==> src/rtl/key_pkg.sv <==
// key_pkg: shared scan-code constants, event kinds and prefix states for the keyboard event path
package key_pkg;
  localparam logic [7:0] SC_BRK    = 8'hF0;
  localparam logic [7:0] SC_EXT    = 8'hE0;
  localparam logic [7:0] SC_LSHIFT = 8'h12;
  localparam logic [7:0] SC_RSHIFT = 8'h59;
  localparam logic [7:0] SC_CAPS   = 8'h58;
  localparam logic [7:0] SC_ENTER  = 8'h5A;
  localparam logic [7:0] SC_BKSP   = 8'h66;
  typedef enum logic [1:0] {KIND_CHAR, KIND_ENTER, KIND_BKSP} kind_t;
  typedef enum logic [1:0] {IDLE, BRK, EXT, EXT_BRK} pstate_t;
  typedef struct packed {
    kind_t       kind;
    logic        upper;
    logic        ext;
    logic [7:0]  code;
  } event_t;
  function automatic kind_t kind_of(input logic [7:0] code);
    return code == SC_ENTER ? KIND_ENTER : code == SC_BKSP ? KIND_BKSP : KIND_CHAR;
  endfunction
endpackage

==> src/rtl/key_event_fifo.sv <==
// key_event_fifo: event queue with sticky overflow; a full queue still accepts a push when popping in the same cycle
module key_event_fifo import key_pkg::*; #(
  parameter int DEPTH = 4
) (
  input  logic   clk,
  input  logic   rst,
  input  logic   push,
  input  logic   pop_req,
  input  logic   clr,
  input  event_t din,
  output logic   valid,
  output event_t dout,
  output logic   overflow
);
  localparam int AW = $clog2(DEPTH);
  event_t mem [DEPTH];
  logic [AW-1:0] wr, rd;
  logic [AW:0] count;
  logic full, pop, wr_en;
  always_comb begin
    full = count == (AW+1)'(DEPTH);
    valid = count != '0;
    pop = pop_req && valid;
    wr_en = push && (!full || pop);
    dout = valid ? mem[rd] : '0;
  end
  always_ff @(posedge clk)
    if (wr_en) mem[wr] <= din;
  always_ff @(posedge clk) begin
    if (rst) begin
      wr <= '0;
      rd <= '0;
      count <= '0;
      overflow <= 1'b0;
    end else begin
      if (wr_en) wr <= wr + 1'b1;
      if (pop) rd <= rd + 1'b1;
      count <= count + (AW+1)'(wr_en) - (AW+1)'(pop);
      overflow <= (push && !wr_en) || (overflow && !clr);
    end
  end
endmodule

==> src/rtl/key_event_fsm.sv <==
// key_event_fsm: decodes scan-code bytes into queued key events, tracking shift, caps lock and typematic repeats
module key_event_fsm import key_pkg::*; #(
  parameter int DEPTH = 4,
  parameter bit REPEAT_FILTER = 1'b1
) (
  input  logic       clk,
  input  logic       rst,
  input  logic       doneKey,
  input  logic [7:0] keyData,
  input  logic       evReady,
  output logic       evValid,
  output logic [7:0] evCode,
  output logic       evExt,
  output logic       evUpper,
  output logic [1:0] evKind,
  output logic       capsLock,
  output logic       shiftHeld,
  output logic       overflow,
  input  logic       clrOverflow
);
  pstate_t st;
  logic caps_held, lshift, rshift, last_vld;
  logic [8:0] last_key;
  logic brk, ext, decode, modifier, rep, push;
  event_t ev_in, ev_out;
  always_comb begin
    brk = st == BRK || st == EXT_BRK;
    ext = st == EXT || st == EXT_BRK;
    decode = doneKey && !(st == IDLE && (keyData == SC_BRK || keyData == SC_EXT))
                     && !(st == EXT && keyData == SC_BRK) && !(st == BRK && keyData == SC_EXT);
    modifier = keyData == SC_LSHIFT || keyData == SC_RSHIFT || keyData == SC_CAPS;
    rep = REPEAT_FILTER && last_vld && last_key == {ext, keyData};
    push = decode && !brk && !modifier && !rep;
    ev_in = '{kind: kind_of(keyData), upper: capsLock ^ shiftHeld, ext: ext, code: keyData};
  end
  assign shiftHeld = lshift | rshift;
  always_ff @(posedge clk) begin
    if (rst) begin
      st <= IDLE;
      capsLock <= 1'b0;
      caps_held <= 1'b0;
      lshift <= 1'b0;
      rshift <= 1'b0;
      last_vld <= 1'b0;
      last_key <= '0;
    end else if (doneKey) begin
      st <= st == IDLE && keyData == SC_BRK ? BRK :
            st == IDLE && keyData == SC_EXT ? EXT :
            st == EXT && keyData == SC_BRK ? EXT_BRK : IDLE;
      if (decode) begin
        if (!ext && keyData == SC_LSHIFT) lshift <= !brk;
        if (!ext && keyData == SC_RSHIFT) rshift <= !brk;
        if (keyData == SC_CAPS) begin
          caps_held <= !brk;
          if (!brk && !caps_held) capsLock <= !capsLock;
        end
        // any break re-arms the repeat filter
        if (brk) last_vld <= 1'b0;
        else if (push) begin
          last_vld <= 1'b1;
          last_key <= {ext, keyData};
        end
      end
    end
  end
  key_event_fifo #(.DEPTH(DEPTH)) u_fifo (
    .clk(clk),
    .rst(rst),
    .push(push),
    .pop_req(evReady),
    .clr(clrOverflow),
    .din(ev_in),
    .valid(evValid),
    .dout(ev_out),
    .overflow(overflow)
  );
  assign evCode = ev_out.code;
  assign evExt = ev_out.ext;
  assign evUpper = ev_out.upper;
  assign evKind = ev_out.kind;
endmodule

==> config.mk <==
export PLATFORM = sky130hd
export DESIGN_NAME = key_event_fsm
export DESIGN_NICKNAME = d
export VERILOG_FILES = /design/src/rtl/key_pkg.sv /design/src/rtl/key_event_fifo.sv /design/src/rtl/key_event_fsm.sv
export SDC_FILE = /design/constraint.sdc
export NUM_CORES = 1
export LEC_CHECK = 0
export ABC_CLOCK_PERIOD_IN_PS = 2400
export CAP_MARGIN = 15
export CORE_ASPECT_RATIO = 1.5
export CORE_UTILIZATION = 51
export CTS_CLUSTER_SIZE = 8
export DETAILED_ROUTE_END_ITERATION = 12
export PLACE_DENSITY = 0.75
export SLEW_MARGIN = 40
export SYNTH_ARGS = -nofsm -noshare
export SYNTH_HDL_FRONTEND = slang
export SYNTH_SLANG_ARGS = --single-unit
==> constraint.sdc <==
create_clock -name clk -period 2.4 [get_ports clk]
set_input_delay 0.36 -clock clk [delete_from_list [all_inputs] [get_ports clk]]
set_output_delay 0.36 -clock clk [all_outputs]
set_load 0.005 [all_outputs]
# --- After elaboration in Yosys (flattened, before gate mapping) ---
# Memory sizes are Yosys's and may differ from the RTL's. A register that Yosys moved wholly into a read port is not among the register bits.
# Cells that the tools add are included.
classes:
  n_mux: 12
  bitwise_logic: 3
  eq_ne: 12
  n_reduce_logical: 47
  addsub: 4
op_table:
  columns: ["op", "n"]
  rows:
  - ["8-bit by 7-bit == test with 1-bit output, second input constant", 4]
  - ["1-bit logical AND", 19]
  - ["8-bit == test, second input constant", 2]
  - ["2-bit 2-to-1 mux", 7]
  - ["1-bit logical NOT", 12]
  - ["12-bit 2-to-1 mux", 1]
  - ["3-bit AND reduction", 4]
  - ["9-bit == test", 1]
  - ["8-bit by 5-bit == test with 1-bit output, second input constant", 1]
  - ["4-bit AND reduction", 2]
  - ["1-bit logical OR", 7]
  - ["2-bit by 1-bit adder with 2-bit output, second input constant", 2]
  - ["2-bit == test, second input constant", 2]
  - ["1-bit 2-to-1 mux", 4]
  - ["3-bit by 1-bit adder with 3-bit output", 1]
  - ["3-bit == test, second input constant", 1]
  - ["3-bit nonzero test", 1]
  - ["3-bit by 1-bit subtractor with 3-bit output", 1]
  - ["2-bit by 1-bit == test with 1-bit output, second input constant", 1]
  - ["2-bit logical NOT", 1]
  - ["2-bit nonzero test", 1]
  - ["1-bit inverter", 1]
  - ["1-bit OR", 1]
  - ["1-bit bitwise XOR", 1]
word_totals:
  reg_bits: 24
  out_inout_bits: 16
  mem_count: 1
  mem_bits_rw: 48
  inputBits: 13
mem_list:
  columns: ["memory", "depth", "width", "rd", "rd_ports_with_merged_regs", "wr", "line_no", "rtl"]
  rows:
  - ["u_fifo.mem", 4, 12, 1, 1, 1, "key_event_fifo.sv:16", "event_t mem [DEPTH];"]

# --- Depth between registers and ports, before layout ---
# Gate-level depths: netlist of run 1.
depth:
  depth_word: 14
  ltp_mapped: 11
  depth_no_buf: 10

# --- Modules after synthesis ---
# Synthesis of run 1 repeated with hierarchy kept, for this count alone.
unflattened:
  cells_unflattened: 234
  area_unflattened_um2: 3306.9
modules_own_cells:
  columns: ["mod", "instances", "area_per_inst_um2", "cells_per_inst", "seq_area_each_um2"]
  rows:
  - ["key_event_fifo", 1, 2351.0, 130, 1641.6]
  - ["key_event_fsm", 1, 955.9, 104, 320.3]

# --- Worst setup path before layout of run 1 ---
# No wires, ideal clock.
synth_path:
  path_type: "input -> register"
  from: "in keyData[3]"
  to: "reg u_fifo.count[2]"
  stages: 10
  setup_ns: 0.128
  arrival_time_ns: 2.215
  path_slack_ns: 0.058
  cell_sequence: "nand4bb_1 -> or4b_4 -> o2111ai_4 -> nor2_2 -> ha_1 -> inv_1 -> fa_1 -> xor2_1 -> xnor2_1 -> nor2_1"
synth_via:
  elab_chain_cells: 13
  word_cells_on_any_way: 27
synth_rtl:
  columns: ["item", "line_no", "rtl"]
  rows:
  - ["start: declaration", "key_event_fsm.sv:9", "input logic [7:0] keyData,"]
  - ["8-bit == test", "key_event_fsm.sv:29, key_event_fsm.sv:30", null]
  - ["1-bit logical OR", "key_event_fsm.sv:29", "decode = doneKey && !(st == IDLE && (keyData == SC_BRK || keyData == SC_EXT))"]
  - ["1-bit logical AND", "key_event_fsm.sv:29", null]
  - ["1-bit logical NOT", "key_event_fsm.sv:29", null]
  - ["1-bit logical AND", "key_event_fsm.sv:29", null]
  - ["1-bit logical AND (2 in a row)", "key_event_fsm.sv:30", "&& !(st == EXT && keyData == SC_BRK) && !(st == BRK && keyData == SC_EXT);"]
  - ["1-bit logical AND (2 in a row)", "key_event_fsm.sv:33", "push = decode && !brk && !modifier && !rep;"]
  - ["1-bit logical AND *", "key_event_fsm.sv:33", null]
  - ["1-bit logical AND *", "key_event_fifo.sv:24", "wr_en = push && (!full || pop);"]
  - ["named net u_fifo.wr_en", "key_event_fifo.sv:19", "logic full, pop, wr_en;"]
  - ["3-bit by 1-bit adder with 3-bit output *", "key_event_fifo.sv:38", "count <= count + (AW+1)'(wr_en) - (AW+1)'(pop);"]
  - ["3-bit by 1-bit subtractor with 3-bit output *", "key_event_fifo.sv:38", null]
  - ["end signal: assignment", "key_event_fifo.sv:38", null]
  - ["end: declaration", "key_event_fifo.sv:18", "logic [AW:0] count;"]
# Mark *: on every way through the listed nets, which the timed path passes. The rest lies on a longest branch.
# A chain may end at the register's enable or synchronous reset.

# --- Worst setup path in the final report of run 1 ---
# Same ends and word-level chain as after synthesis.

==> run metrics, run 1 <==
GRT met3 Usage 5.45%; largest area contributor in the netlist edfxtp_1; vias in the first global route 1966; max cap viols 0; Worst EP arrival 2.57 ns; Highest Clock Rate 0.425 GHz; hold_sp keyData[5]; input/output buffers 28; maximum VDD drop 0.523 mV; met1 GRT Util 22.8%; routing usage on met2 32.1%; Final ANT Viol Nets 0; worst reg-to-reg path cell count 10; Post-Route WL 5.98 mm; top cell type's share of synthesized area 44.0%; Setup Skew 0.00683 ns; first-pass GRT wire length 9.45 mm; Critical Setup Path Class input pin to flop; Worst Path Max Fanout 2; GRT Util Overall 19.9%; DRC errors left 0; most common cell in the netlist edfxtp_1; Initial DRC Count 70; vias after detailed routing 2025; outcome completed; Async S/R FF share, synth 0%; leakage 1.56 nW; Placed Instances 362; pin count of the biggest net entering global routing 23; Initial Utilization 53.1%; RSZ-0062 raised after global routing true; syn_nets 260; Synth-to-Final Area Change 27.1%; TritonCTS clock tree yes; Final Critical Period 2.35 ns; Setup crit end u_fifo.count[2]$_SDFF_PP0_; Post-synth top cells edfxtp_1 (48), dfxtp_1 (26), nor2_1 (19); final setup fails 0; die height 100 um; Worst-path clk slew 0.07 ns; YS warnings 0; main area contributors after synthesis edfxtp_1 (44%), dfxtp_1 (16%), mux4_2 (8.2%), xnor2_1 (3.2%), or3b_2 (2.7%); Via density 5.29; worst slew pin tran 0.415 ns; routed len/inst 15.6 um; nets 324; setup slack at placement -0.416 ns; # rows 35; final count of hold timing violations 0; HPWL reported at the end of detailed placement 4.13 mm; Critical R2R Launch u_fifo.count[1]$_SDFF_PP0_; n_diodes 0; TritonCTS buffer count 9; crit path from keyData[3]; fin crit share 98.1%; PwrDens 872 nW/um^2; CTS root buffer clkbuf_8; Die X 67.5 um; Slew Viols, Final 0; register bit total from synthesis 74; layout cells sized above 1 31.7%; Synth Instances 240; gpl congestion 0.823; clk_lat worst skew 0.35 ns; Hold Buf Count CTS 0; final critical-path setup slack 0.0457 ns; gr busiest metal met2; syn avg cell area 13.7 sq um; CP endpoint kind flop; gr ovfl total 0; startpoint class of the critical path input pin; DIE AREA 6760 sq um; max_slew headroom 72.2%; R2R Setup Slk 0.09 ns; Clock Tree Buf Depth 2; CP required 2.62 ns; H-tree levels 3; number of flops mapped to enable cells by yosys 48; initial antenna violation count 0; Post-Layout Cell Count 383; Hold WC Path Type input pin to flop; Synth Flop Type edfxtp_1; Initial DRT Pass Iterations 4; Design Power 3.64 mW; sequential share of the synthesized area 59.8%; clock sink count 74; I/O pin count 29; synthesized area 3280 sq um; r2r endpoint u_fifo.count[2]$_SDFF_PP0_; post-synth cell types 46; core area 6170 sq um
[cell type report]
type	instances	area, sq um
inverters	8	30.0
clock inverters	3	63.8
multi-input cells	145	1260
well taps	74	92.6
repair buffers	66	606
flip-flops and latches	74	1970
fillers	444	2010
clock buffers	13	149
[state kept, by name, indices dropped and copies added (netlist names), 2 cells and up, named ones only]
signal and cells:
last_key 9, st 2, u_fifo.count 3, u_fifo.mem 48
u_fifo.rd 2, u_fifo.wr 2
[per-stage QoR]
stage / instance area, sq um / hold slack [ns] / utilization (%) / setup TNS [ns]
global route: 4170 / 0.493 / 67.5 / -0.0409
CTS: 4060 / 0.491 / 65.8 / 0
finish: 4170 / 0.488 / 67.5 / 0
detailed placement: 3850 / 0.481 / 62.3 / -12.16
global placement: 3850 / 0.464 / 62.3 / -11.00
floorplan: 3280 / 0.447 / - / 0
[logic make-up (layout without fill, tap and decap cells)]
logic type,Yosys count,in the layout,share of synthesized area [%]
compound gates,31,31,6.11
flops,74,74,59.8
mux,14,14,9.00
simple gates,78,78,15.2
buf+inv,21,90,2.94
xor+xnor,15,15,4.01
fa+ha+maj,7,7,2.90
[what timing repair did]
action | 4_1_cts | 5_1_grt
endpoints found under the setup margin | 1 | 14
cloned | 0 | 1
buffers inserted | 0 | 4
resized for setup | 5 | 12
pin swaps | 6 | 3
[critical path, cell delays in order]
cell,delay [ns]
clkdlybuf4s50_1,0.43
nand4bb_4,0.20
or4b_4,0.51
o2111ai_4,0.24
nor2_2,0.07
ha_2,0.18
inv_2,0.05
fa_2,0.20
xor2_2,0.15
xnor2_1,0.13
nor2_1,0.05
[power by group]
group          switching, mW  internal [mW]
clock                  0.415          0.612
sequential            0.0637           1.48
combinational          0.400          0.667
total                  0.879           2.76
[worst min-delay path by stage]
stage | depth (start not counted) | end
3_3_place_gp | 2 | rshift$_SDFFE_PP0P_
2_1_floorplan | 2 | rshift$_SDFFE_PP0P_
5_1_grt | 2 | u_fifo.mem[0][5]$_DFFE_PP_
3_5_place_dp | 2 | last_key[7]$_SDFFE_PP0P_
4_1_cts | 2 | last_key[7]$_SDFFE_PP0P_
6_report | 2 | u_fifo.mem[0][5]$_DFFE_PP_
[layer usage]
| metal | share of wire [%] | wire, um |
|---|---|---|
| met5 | 0 | 0 |
| met3 | 3.2 | 190 |
| met2 | 54 | 3230 |
| met4 | 2.7 | 161 |
| met1 | 40 | 2400 |
[cell usage in the layout (no fill, tap or decap), drive strengths merged, types with 5 or more instances in the layout]
cell type / instances
a21oi: 14
and2: 17
buf: 37
clkbuf: 14
clkdlybuf4s50: 21
dfxtp: 26
dlymetal6s2s: 5
edfxtp: 48
ha: 6
inv: 8
mux4: 12
nand2: 7
nor2: 20
o21ai: 11
or3b: 10
xnor2: 12
(Power assumes the default switching activity.)
==> run 2: changes to the inputs <==
--- a/config.mk
+++ b/config.mk
@@ -5,11 +5,12 @@
 export SDC_FILE = /design/constraint.sdc
 export NUM_CORES = 1
 export LEC_CHECK = 0
+export ABC_AREA = 0
 export ABC_CLOCK_PERIOD_IN_PS = 2400
 export CAP_MARGIN = 15
 export CORE_ASPECT_RATIO = 1.5
 export CORE_UTILIZATION = 51
-export CTS_CLUSTER_SIZE = 8
+export CTS_CLUSTER_SIZE = 25
 export DETAILED_ROUTE_END_ITERATION = 12
 export PLACE_DENSITY = 0.75
 export SLEW_MARGIN = 40
==> results of run 2 <==
The final DEF is identical to that of run 1; final timing and power are the same.
